<file path="src/rtl/alu_sumsq_sequencer.sv">
// alu_sumsq_sequencer: drives the calculator ALU through clear, a^2, b^2, add
// and returns a^2 + b^2 with the OR of the ALU error codes seen during the job.
//
// Ports:
//   clk, rst_n                   clock, asynchronous active-low reset
//   req_valid/req_ready          job request handshake, operands req_a/req_b
//   rsp_valid/rsp_ready          result handshake, rsp_result/rsp_error
//   alu_p/alu_q/alu_opcode       registered drive to the ALU
//   alu_result/alu_error         ALU feedback register and error code
//
// Optional feature: SEQ_ERR_ABORT_EN
//   defined   - a nonzero alu_error at the SQA/SQB/ADD capture skips to RESP
//               with rsp_result=0 and the accumulated error code.
//   undefined - the full op chain always runs; errors are only accumulated.

module alu_sumsq_sequencer #(
    parameter int WIDTH   = 32,
    parameter int ALU_LAT = 1,
    parameter int EXP_POW = 2
) (
    input  logic             clk,
    input  logic             rst_n,
    input  logic             req_valid,
    output logic             req_ready,
    input  logic [WIDTH-1:0] req_a,
    input  logic [WIDTH-1:0] req_b,
    output logic             rsp_valid,
    input  logic             rsp_ready,
    output logic [WIDTH-1:0] rsp_result,
    output logic [1:0]       rsp_error,
    output logic [WIDTH-1:0] alu_p,
    output logic [WIDTH-1:0] alu_q,
    output logic [3:0]       alu_opcode,
    input  logic [WIDTH-1:0] alu_result,
    input  logic [1:0]       alu_error
);

    localparam logic [3:0] OP_CLR = 4'b1100;
    localparam logic [3:0] OP_EXP = 4'b1111;
    localparam logic [3:0] OP_ADD = 4'b0000;
    localparam logic [3:0] LAT    = 4'(ALU_LAT);
    localparam logic [WIDTH-1:0] POW = WIDTH'(EXP_POW);

    typedef enum logic [2:0] {
        IDLE, CLR, SQA, SQB, ADD, RESP
    } state_t;

    state_t           state_q, state_d;
    logic [3:0]       cnt_q, cnt_d;
    logic [WIDTH-1:0] a_q, a_d, b_q, b_d;
    logic [WIDTH-1:0] f_q, f_d, g_q, g_d;
    logic [WIDTH-1:0] res_q, res_d;
    logic [1:0]       err_q, err_d;
    logic [WIDTH-1:0] p_q, p_d, q_q, q_d;
    logic [3:0]       op_q, op_d;
    logic             done;
    logic             abort;

    assign done = (cnt_q == LAT);

`ifdef SEQ_ERR_ABORT_EN
    assign abort = (alu_error != 2'b00);
`else
    assign abort = 1'b0;
`endif

    always_comb begin
        state_d = state_q;
        cnt_d   = 4'(cnt_q + 4'd1);
        a_d     = a_q;
        b_d     = b_q;
        f_d     = f_q;
        g_d     = g_q;
        res_d   = res_q;
        err_d   = err_q;
        op_d    = OP_CLR;
        p_d     = '0;
        q_d     = '0;

        unique case (state_q)
            IDLE: begin
                if (req_valid) begin
                    a_d     = req_a;
                    b_d     = req_b;
                    err_d   = 2'b00;
                    state_d = CLR;
                end
            end
            CLR: begin
                if (done) begin
                    err_d   = err_q | alu_error;
                    state_d = SQA;
                end
            end
            SQA: begin
                if (done) begin
                    g_d     = alu_result;
                    err_d   = err_q | alu_error;
                    state_d = SQB;
                end
            end
            SQB: begin
                if (done) begin
                    f_d     = alu_result;
                    err_d   = err_q | alu_error;
                    state_d = ADD;
                end
            end
            ADD: begin
                if (done) begin
                    res_d   = alu_result;
                    err_d   = err_q | alu_error;
                    state_d = RESP;
                end
            end
            RESP: begin
                if (rsp_ready) state_d = IDLE;
            end
            default: state_d = IDLE;
        endcase

        // Abort overrides the normal advance; scratch captures still land.
        if (done && abort &&
            (state_q == SQA || state_q == SQB || state_q == ADD)) begin
            res_d   = '0;
            state_d = RESP;
        end

        if (state_d != state_q || state_q == IDLE || state_q == RESP)
            cnt_d = 4'd0;

        // ALU drive is registered, so it is decoded from the next state.
        unique case (state_d)
            SQA: begin
                op_d = OP_EXP;
                p_d  = a_d;
                q_d  = POW;
            end
            SQB: begin
                op_d = OP_EXP;
                p_d  = b_d;
                q_d  = POW;
            end
            ADD: begin
                op_d = OP_ADD;
                p_d  = f_d;
                q_d  = g_d;
            end
            default: begin
                op_d = OP_CLR;
            end
        endcase
    end

    always_ff @(posedge clk or negedge rst_n) begin
        if (!rst_n) begin
            state_q <= IDLE;
            cnt_q   <= 4'd0;
            a_q     <= '0;
            b_q     <= '0;
            f_q     <= '0;
            g_q     <= '0;
            res_q   <= '0;
            err_q   <= 2'b00;
            op_q    <= OP_CLR;
            p_q     <= '0;
            q_q     <= '0;
        end else begin
            state_q <= state_d;
            cnt_q   <= cnt_d;
            a_q     <= a_d;
            b_q     <= b_d;
            f_q     <= f_d;
            g_q     <= g_d;
            res_q   <= res_d;
            err_q   <= err_d;
            op_q    <= op_d;
            p_q     <= p_d;
            q_q     <= q_d;
        end
    end

    assign req_ready  = (state_q == IDLE);
    assign rsp_valid  = (state_q == RESP);
    assign rsp_result = res_q;
    assign rsp_error  = err_q;
    assign alu_p      = p_q;
    assign alu_q      = q_q;
    assign alu_opcode = op_q;

endmodule

</file>
<file path="config.mk">
export PLATFORM = sky130hd
export DESIGN_NAME = alu_sumsq_sequencer
export DESIGN_NICKNAME = d
export VERILOG_FILES = /design/src/rtl/alu_sumsq_sequencer.sv
export SDC_FILE = /design/constraint.sdc
export NUM_CORES = 1
export LEC_CHECK = 0
export ABC_AREA = 1
export BUFFER_PORTS_ARGS = -buffer_cell sky130_fd_sc_hd__buf_2
export CAP_MARGIN = 20
export CORE_MARGIN = 4
export CORE_UTILIZATION = 60
export CTS_BUF_LIST = sky130_fd_sc_hd__clkbuf_2 sky130_fd_sc_hd__clkbuf_4 sky130_fd_sc_hd__clkbuf_8
export DETAILED_ROUTE_END_ITERATION = 6
export PLACE_DENSITY = 0.87
export SLEW_MARGIN = 20
export SYNTH_ARGS = -nofsm -noshare
export SYNTH_HDL_FRONTEND = slang
export SYNTH_SLANG_ARGS = --single-unit
</file>
<file path="constraint.sdc">
create_clock -name clk -period 4.4 [get_ports clk]
set_input_delay 0.88 -clock clk [delete_from_list [all_inputs] [get_ports clk]]
set_output_delay 0.88 -clock clk [all_outputs]
set_load 0.01 [all_outputs]
</file>
After elaboration in Yosys (flattened, before gate mapping)
Index checks and enable logic that the tools add are counted.

Register bits: 237. Bits of input ports: 102. Output and inout port bits: 104. Word-level logic and storage cells: 55.

Add/sub/neg operators: 1. Equality and inequality tests: 12. Muxes and demuxes: 22. Bitwise gates (word level): 1. Reduce and logical (&&, ||, !) cells: 8.

Operators with widths (count): 32-bit two-way mux (8); 32-bit one-hot mux with 3 select lines (1); 32-bit one-hot mux with 2 select lines (1); 3-bit two-way mux (6); 3-bit one-hot mux with 6 select lines (1); 3-bit by 2-bit equality test with 1-bit output, second input constant (4); 3-bit equality test, second input constant (3); 4-bit one-hot mux with 2 select lines (1); 4-bit by 1-bit adder with 4-bit output, second input constant (1); 4-bit by 1-bit equality test with 1-bit output, second input constant (1); 2-bit two-way mux (2); 4-bit two-way mux (1); 2-bit one-hot mux with 2 select lines (1); 4-bit OR reduction (1); 3-bit by 1-bit equality test with 1-bit output, second input constant (1); 3-bit zero test (1); 3-bit != test (1); 3-bit AND reduction (1); 1-bit logical OR (2); 2-bit by 1-bit != test with 1-bit output, second input constant (1); 2-bit != test, second input constant (1); 2-bit bitwise OR (1); 2-bit AND reduction (1); 2-bit nonzero test (1); 2-bit OR reduction (1).

Longest topological paths before layout
Gate-level depths: netlist (run 1).

Depth after elaboration: 7. Gate-level depth with buffers: 12.

Worst setup path before layout (run 1)
Ideal clock, no wire load.

Path kind: in2reg. From: input port req_valid. To: register p_q[11] (netlist: alu_p[11]). Data arrival time: 1.648 ns. Required time: 4.276 ns. Path slack: 2.627 ns. Stages: 9. Buffers on the path: 2. Cells stage by stage: inv_1 > nor2_2 > inv_2 > buf_2 > buf_2 > nand2_1 > nand2_1 > nand3_1 > nand3_1.

Elaborated cells on any way between the ends: 10. Those cells by class: 3 x eq/ne; 7 x mux.

RTL lines: start, declared (line 23) `input logic req_valid,`; 32-bit two-way mux (line 82) `if (req_valid) begin`; 32-bit two-way mux (line 80) `unique case (state_q)`; named net a_d[11] (line 50) `logic [WIDTH-1:0] a_q, a_d, b_q, b_d;`; 32-bit one-hot mux with 3 select lines (line 133) `unique case (state_d)`; named net p_d[11] (line 54) `logic [WIDTH-1:0] p_q, p_d, q_q, q_d;`; end signal, assigned (line 178) `p_q <= p_d;`; end, declared (line 54).

The timed path passes the listed nets, and every way through them passes these cells. A chain may end at the register's enable or synchronous reset.

Final worst setup path (run 1)
From: register cnt_q[0]. To: register p_q[28] (netlist: alu_p[28]).

Cells in the longest elaborated chain, start to end: 5. Elaborated cells on any way between the ends: 12. Those cells by class: 4 x eq/ne; 8 x mux.

RTL lines: start, declared (line 49) `logic [3:0] cnt_q, cnt_d;`; start signal, assigned (line 170) `cnt_q <= cnt_d;`; 4-bit by 1-bit equality test with 1-bit output * (line 59) `assign done = (cnt_q == LAT);`; 3-bit two-way mux (on tied branches); 3-bit one-hot mux with 6 select lines (line 80); 3-bit equality test / 3-bit by 2-bit equality test with 1-bit output (equally long branches) (line 133); 32-bit one-hot mux with 3 select lines * (line 133); named net p_d[28] (line 54).

Mark *: on every way through the listed nets, which the timed path passes. The rest lies on a longest branch.

==> results of run 1 <==
## worst reg2reg max path: cells and delay by family (launching register included)
kind                       cells  cell delay, ns
and+or+nand+nor                7            1.47
DFF                            1            0.41
buffers and inverters          2            0.76
adders and majority gates      1            0.21
## cell usage in the layout (no fill, tap or decap), types with 2 or more instances in the layout
cell      count
nand2_1     279
clkbuf_4      9
o22ai_1      29
nor2_1      125
mux2_2        2
nand3_1     123
o21a_1        2
nand2_2       2
o21ai_0      32
buf_2       204
ha_1          2
inv_1        73
clkbuf_8     43
a21oi_1       3
nand2_4       2
nor2_4        3
nand4_1       3
buf_4         9
dfrtp_1     234
nor2_2        3
inv_2         5
## cell usage after synthesis
master	instances	share of area, %
nand3_2	1	0.11
buf_2	21	1.1
nand2_1	279	11
nor2_2	5	0.34
nor2_4	1	0.12
nand3_1	123	6.7
nor2_8	1	0.22
dfstp_2	1	0.28
a22oi_1	1	0.081
xnor2_1	1	0.095
inv_1	73	3.0
mux2_2	2	0.24
o31ai_4	1	0.23
o31ai_1	1	0.081
nand3b_2	1	0.12
nand4_1	3	0.20
clkbuf_1	18	0.73
inv_2	5	0.20
dfrtp_1	234	63
nand2_4	2	0.24
o21bai_1	1	0.081
o21ai_0	32	1.7
nor3_1	1	0.054
buf_1	3	0.12
xor2_1	1	0.095
buf_4	16	1.3
o21a_1	2	0.16
buf_6	1	0.12
a21oi_1	3	0.16
ha_1	2	0.27
o22ai_1	29	2.0
nor2_1	125	5.1
nand2_2	2	0.14
## final cells by class
type / count / area share, %
multi-input cells: 620 / 25.20
clock buffers: 52 / 6.009
inverters: 78 / 2.668
well taps: 188 / 2.144
diodes: 1 / 0.02281
clock inverters: 2 / 0.1140
repair buffers: 215 / 10.24
flip-flops and latches: 235 / 53.60
## through the flow
step,hold slack (ns),worst slack [ns]
2_1_floorplan,0.4384,2.627
3_3_place_gp,0.4506,1.579
3_5_place_dp,0.4557,1.509
4_1_cts,0.3188,1.451
5_1_grt,0.3392,1.200
6_report,0.3125,1.474
## sequential cells by signal (all words and copies together), names as in the netlist
signal and cells:
cnt_q 4, alu_p 32, state_q 3, b_q 32, rsp_result 32, rsp_error 2
alu_q 32, f_q 32, a_q 32, alu_opcode 2, g_q 32
## layer usage
metal	GRT usage, %	part of all wire [%]	vias to the layer above
li1	-	-	3506
met1	31.97	39	3581
met2	45.18	52	249
met3	4.771	5.4	56
met4	11.09	3.1	0
met5	0	0	-
## cell families (layout without fill, tap and decap cells)
group,count (synthesis),in the layout
adder cells (fa/ha/maj),2,2
AND/OR/NAND/NOR,544,544
XOR/XNOR,2,2
flip-flops,235,235
other,0,1
AO/OA/AOI/OAI,70,70
buffers and inverters,137,347
multiplexers,2,2
## power breakdown
| part | leakage, nW | internal, mW | switching, mW |
|---|---|---|---|
| clock network | 0.355 | 0.949 | 0.767 |
| registers | 2.83 | 3.09 | 0.330 |
| logic | 2.79 | 1.02 | 2.22 |
## path summary, 6_finish.rpt
path,endpoint,cells after the start
max,alu_p[28],10
min,alu_q[14],1
max reg2reg,alu_p[28],10
min reg2reg,a_q[5],2
max in group asynchronous,b_q[29],2
min in group clk,a_q[5],2
==> summary.md, run 1 <==
| Metric | Value |
|---|---|
| Outcome | `finished, final reports clean` |
| Hold-fix buffers at CTS | `0` |
| Fillers | `1109` |
| Chip height | `132.1 µm` |
| Worst Skew | `0.02605 ns` |
| Crit Path Category | `reg2reg` |
| Number of global-route vias before repair | `7490` |
| CP peak stage delay | `0.53 ns` |
| First-pass GRT wire length | `36.69 mm` |
| FF-to-FF Start | `cnt_q[0]` |
| Setup Buffers After CTS | `0` |
| Power, Total | `8.385 mW` |
| Critical Path End Type | `flip-flop` |
| Multi-input gate area | `2765 µm²` |
| WL/cell | `16.10 µm` |
| Initial DRC Count | `487` |
| Deepest clock path buffer count | `3` |
| Synthesized flop and latch total | `235` |
| TritonRoute pass-1 iters | `5` |
| F_max | `341.8 MHz` |
| Crit-path leading delay family | `simple AND/OR/NAND/NOR gates` |
| Clock slew at reported path FFs | `0.06 ns` |
| Clock latency on the worst-skew pair | `0.52 ns` |
| Worst Setup SP | `cnt_q[0]` |
| Gpl congestion | `0.8457` |
| Post-Synth Simple-Gate Area | `24.60%` |
| Vias/cell | `5.314` |
| Reg-to-reg slack, setup | `1.47 ns` |
| Setup_tns | `0 ns` |
| Startpoint Class | `flip-flop` |
| Crit-path cells | `ha_1 > buf_4 > nand2_2 > nor2_8 > nand2_4 > nand3_1 > nor2_4 > buf_4 > nand3_1 > nand3_1` |
| Worst slew margin | `33.72%` |
| # IOs | `206` |
| Final Slew Violations | `0` |
| H-tree Lvls | `2` |
| Clock sinks | `235` |
| Post-synthesis sequential area ratio | `63.62%` |
| Synth Area in Adders | `0.2707%` |
| Placed insts | `1336` |
| DRC viols | `0` |
| Post-DP HPWL | `15.04 mm` |
| Main combinational cell family by area after synthesis | `simple AND/OR/NAND/NOR gates` |
| GRT Util Overall | `25.96%` |
| Pin count of the biggest net entering global routing | `138` |
| Final hold vios | `0` |
| RSZ-0062 raised after global routing | `false` |
| CP Max Fanout | `65` |
| Cts bufs inserted | `38` |
| Fraction of layout cells with a size suffix above 1 | `24.21%` |
| Finish-stage setup viols | `0` |
| Antenna Nets Post-Route | `0` |
| Buf/Inv on CP | `2` |
| Rows | `45` |
| Worst EP required | `4.83 ns` |
| Warnings, synthesis | `0` |
| Worst Tran Pin Value | `0.9931 ns` |
| Core Util, Final | `72.45%` |
| Period utilisation layout | `66.49%` |
| Syn Area/Cell | `9.320 µm²` |
| Post-route insts no fill | `1391` |
| DR vias | `7392` |
| Finished Cell Area | `10970 µm²` |
| Synthesized instance count | `992` |
| Initial core utilization | `61.04%` |
| Root Driver | `clkbuf_8` |
| Synth Area in Compound Gates | `4.493%` |
| CTS tree | `built` |
| Crit path time final | `2.926 ns` |
| Syn Std Cell Area | `9245 µm²` |
| # resized after CTS | `0` |
| Nets | `1292` |
| Data arrival, critical path | `3.36 ns` |
| Die Wd | `132.1 µm` |
| Initial antenna violation count | `1` |
| XOR/XNOR share of the synthesized area | `0.1895%` |
| Worst hold path class | `in2async` |
| Syn nets | `1096` |
| Synth cell types | `33` |
| PD cells | `764.2 nW/µm²` |
| MaxCap Viol Count | `0` |
| Core area | `15150 µm²` |
| Cell mode on critical path | `nand3_1` |
| Dpl cell area | `10300 µm²` |
| Buffers on Ports | `205` |
| VDD IR max | `0.4567 mV` |
| P_leak | `5.968 nW` |
| Multiplexer share of the synthesized area | `0.2436%` |
| Sequential cell area | `5882 µm²` |
| GR Overflow Total | `0` |
| Die Area | `17460 µm²` |
| Total Wirelength | `22.39 mm` |
| Area Growth Syn to Fin | `18.69%` |
| Slowest stage cell, crit path | `buf_4` |
Note: power is estimated with default switching activity, not from simulation.
==> inputs of run 2 (changes only) <==
--- a/config.mk
+++ b/config.mk
@@ -5,14 +5,14 @@
 export SDC_FILE = /design/constraint.sdc
 export NUM_CORES = 1
 export LEC_CHECK = 0
-export ABC_AREA = 1
+export ABC_AREA = 0
 export BUFFER_PORTS_ARGS = -buffer_cell sky130_fd_sc_hd__buf_2
 export CAP_MARGIN = 20
 export CORE_MARGIN = 4
-export CORE_UTILIZATION = 60
+export CORE_UTILIZATION = 56
 export CTS_BUF_LIST = sky130_fd_sc_hd__clkbuf_2 sky130_fd_sc_hd__clkbuf_4 sky130_fd_sc_hd__clkbuf_8
 export DETAILED_ROUTE_END_ITERATION = 6
-export PLACE_DENSITY = 0.87
+export PLACE_DENSITY = 0.82
 export SLEW_MARGIN = 20
 export SYNTH_ARGS = -nofsm -noshare
 export SYNTH_HDL_FRONTEND = slang
==> constraint.sdc (replaced) <==
create_clock -name clk -period 2.7 [get_ports clk]
set_input_delay 0.54 -clock clk [delete_from_list [all_inputs] [get_ports clk]]
set_output_delay 0.54 -clock clk [all_outputs]
set_load 0.01 [all_outputs]
==> run 2 against run 1 <==
- register-to-register slack worse by 1.1 ns
- largest power group unchanged
- fmax up 27%
- area after synthesis grew 2.5%
- core utilization shrank 3.5 points
- first-iteration DRC count down 55%
- final area rose by 4.1%
- global-route usage decreased by 4.3 points
- highest routed layer unchanged
- die area grew 9.2%
- combinational power increased by 47%
- critical path depth shrank 4
- non-clock buffer count grew 8
==> summary.md, run 2 <==
| Metric | Value |
|---|---|
| GRT Util Overall | `21.67% (was 25.96%)` |
| Pin count of the biggest net entering global routing | `68 (was 138)` |
| CP Max Fanout | `32 (was 65)` |
| Combinational fraction of design power | `34.8% (was 38.7%)` |
| H-tree Lvls | `2 (unchanged)` |
| Post-DP HPWL | `14.21 mm (was 15.04 mm)` |
| Outcome | `finished, final reports clean (unchanged)` |
| Number of global-route vias before repair | `6430 (was 7490)` |
| Worst Skew | `0.01848 ns (was 0.02605 ns)` |
| Synthesized flop and latch total | `235 (unchanged)` |
| Initial antenna violation count | `2 (was 1)` |
| Initial core utilization | `57.13% (was 61.04%)` |
| # IOs | `206 (unchanged)` |
| Core area | `16580 µm² (was 15150 µm²)` |
| MaxCap Viol Count | `0 (unchanged)` |
| Ys flop type | `dfrtp_1 (unchanged)` |
| Chip height | `138.1 µm (was 132.1 µm)` |
| TritonRoute pass-1 iters | `4 (was 5)` |
| Die Wd | `138.1 µm (was 132.1 µm)` |
| Final hold vios | `0 (unchanged)` |
| Total Wirelength | `20.55 mm (was 22.39 mm)` |
| Vias/cell | `5.265 (was 5.314)` |
| DR vias | `5892 (was 7392)` |
| Setup_tns | `0 ns (unchanged)` |
| RSZ-0062 raised after global routing | `false (unchanged)` |
| Ys async rst share | `100.0% (unchanged)` |
| Reg-to-reg slack, setup | `0.39 ns (was 1.47 ns)` |
| Most frequent cell after synthesis | `dfrtp_1 (was nand2_1)` |
| Period utilisation layout | `85.63% (was 66.49%)` |
| Startpoint Class | `flip-flop (unchanged)` |
| Pre-CTS setup slack | `0.4170 ns (was 1.509 ns)` |
| Rows | `47 (was 45)` |
| Most area-hungry cell type in the Yosys netlist | `dfrtp_1 (unchanged)` |
| Synth cell types | `41 (was 33)` |
| P_sw | `4.410 mW (was 3.321 mW)` |
| Seq pwr share | `42.3% (was 40.8%)` |
| Warnings, synthesis | `0 (unchanged)` |
| Synthesized instance count | `646 (was 992)` |
| Clock latency on the worst-skew pair | `0.51 ns (was 0.52 ns)` |
| Synth area leaders | `dfrtp_1, mux2_2, mux2i_1 (was dfrtp_1, nand2_1, nand3_1)` |
| Area Growth Syn to Fin | `20.62% (was 18.69%)` |
| VDD IR max | `0.6735 mV (was 0.4567 mV)` |
| Clock sinks | `235 (unchanged)` |
| Most frequent cells in the layout | `dfrtp_1, buf_2, mux2_2 (was nand2_1, dfrtp_1, buf_2)` |
| Net Sw Frac | `32.26% (was 39.61%)` |
| Clock slew at reported path FFs | `0.06 ns (about the same)` |
| Crit Path Category | `reg2reg (unchanged)` |
| GR Overflow Total | `0 (unchanged)` |
| P_leak | `5.697 nW (was 5.968 nW)` |
| Hold-fix buffers at CTS | `1 (was 0)` |
| DRC viols | `0 (unchanged)` |
| Syn nets | `750 (was 1096)` |
| Critical Path End Type | `flip-flop (unchanged)` |
| Buffers on Ports | `205 (unchanged)` |
| Post-synth top area share | `61.81% (was 63.34%)` |
| Worst Tran Pin Value | `0.7657 ns (was 0.9931 ns)` |
| F_max | `432.5 MHz (was 341.8 MHz)` |
| Worst slew margin | `48.95% (was 33.72%)` |
| Power, Total | `13.67 mW (was 8.385 mW)` |
| Deepest clock path buffer count | `3 (unchanged)` |
| PD cells | `1196 nW/µm² (was 764.2 nW/µm²)` |
| Antenna Nets Post-Route | `0 (unchanged)` |
| Worst EP required | `3.03 ns (was 4.83 ns)` |
| Total internal power | `9.261 mW (was 5.064 mW)` |
| Gpl congestion | `0.8265 (was 0.8457)` |
| Clock power frac | `22.9% (was 20.5%)` |
| # resized after CTS | `0 (unchanged)` |
| Crit path time final | `2.312 ns (was 2.926 ns)` |
| Most common cell after layout, fill and taps aside | `dfrtp_1 (was nand2_1)` |
| Root Driver | `clkbuf_8 (unchanged)` |
| Syn Area/Cell | `14.67 µm² (was 9.320 µm²)` |
| Cts bufs inserted | `39 (was 38)` |
| Initial DRC Count | `218 (was 487)` |
| Finish-stage setup viols | `0 (unchanged)` |
| Final Slew Violations | `0 (unchanged)` |
| Die Area | `19060 µm² (was 17460 µm²)` |
| CTS tree | `built (unchanged)` |
| First-pass GRT wire length | `33.53 mm (was 36.69 mm)` |
| Syn Std Cell Area | `9474 µm² (was 9245 µm²)` |
| Nets | `974 (was 1292)` |
| Setup Buffers After CTS | `0 (unchanged)` |
| Worst hold path class | `in2reg (was in2async)` |
| WL/cell | `18.37 µm (was 16.10 µm)` |
| Fraction of layout cells with a size suffix above 1 | `45.15% (was 24.21%)` |
| Post-synthesis sequential area ratio | `62.08% (was 63.62%)` |
| Post-synth EDFFs | `0 (unchanged)` |
| Fin worst setup slack | `0.3880 ns (was 1.474 ns)` |
| Data arrival, critical path | `2.64 ns (was 3.36 ns)` |
| Synth cell count leaders | `dfrtp_1, mux2_2, inv_1 (was nand2_1, dfrtp_1, nor2_1)` |
run 2: cell count changes after synthesis, sizes merged, moves of 17 or more:
cell	change
o21ai	-30
nand3	-121
mux2i	+65
o221ai	+33
nand2	-281
a22oi	+31
mux2	+94
nor2	-124
nor2b	+32
clkbuf	-17
o22ai	-28
run 2: final timing paths:
check | from | endpoint | depth (start not counted)
max | cnt_q[1] | alu_p[26] | 6
min in group asynchronous | rst_n | b_q[25] | 2
max in group asynchronous | rst_n | alu_p[9] | 3
min reg2reg | b_q[14] | b_q[14] | 2
min | req_a[19] | a_q[19] | 3
max reg2reg | cnt_q[1] | alu_p[26] | 6
run 2: kinds of logic after synthesis:
kind of cell	after synthesis	share of synthesized area (%)
compound gates	79	6.511
flops	235	62.08
mux	161	19.19
xor+xnor	3	0.2774
fa+ha+maj	2	0.2641
simple gates	60	4.860
buf+inv	106	6.815
run 2: power by group through the flow:
stage	sequential [mW]	combinational [mW]	clock, mW
6_report	5.79	4.76	3.13
5_1_grt	5.96	5.25	3.37
4_1_cts	5.79	4.82	3.21
3_5_place_dp	5.83	4.78	0
3_3_place_gp	5.77	4.60	0
2_1_floorplan	5.93	3.32	0
run 2: final cells by class:
cell class                      instances  area (µm²)
Antenna cell                            2       5.005
Tap cell                              220       275.3
Clock buffer                           64       774.5
Sequential cell                       235        5882
Multi-Input combinational cell        305        2955
Timing Repair Buffer                  223        1261
Inverter                               66       247.7
Fill cell                            1227        5156
Clock inverter                          4       26.28
run 2: worst max-delay path, cell delays in order, from the launching register on:
cell	delay, ns
dfrtp_1	0.39
inv_1	0.06
ha_1	0.14
nor3b_4	0.42
or4b_1	0.18
o31a_2	0.64
o221ai_1	0.29
run 2: metrics by stage:
| stage | std cells | util [%] | instance area (µm²) | hold slack [ns] |
|---|---|---|---|---|
| floorplan | 646 | - | 9474 | 0.2444 |
| global placement | 1048 | 63.99 | 10610 | 0.4582 |
| detailed placement | 1048 | 63.99 | 10610 | 0.4656 |
| CTS | 1117 | 68.88 | 11420 | 0.2250 |
| global route | 1119 | 68.91 | 11430 | 0.2534 |
| finish | 1119 | 68.91 | 11430 | 0.2631 |
run 2: layer usage:
layer	vias to the layer above	wire length, µm	global-route usage [%]
li1	2693	-	-
met1	2994	9008	29.29
met2	163	9918	34.64
met3	42	1065	5.110
met4	0	562	8.112
met5	-	0	0
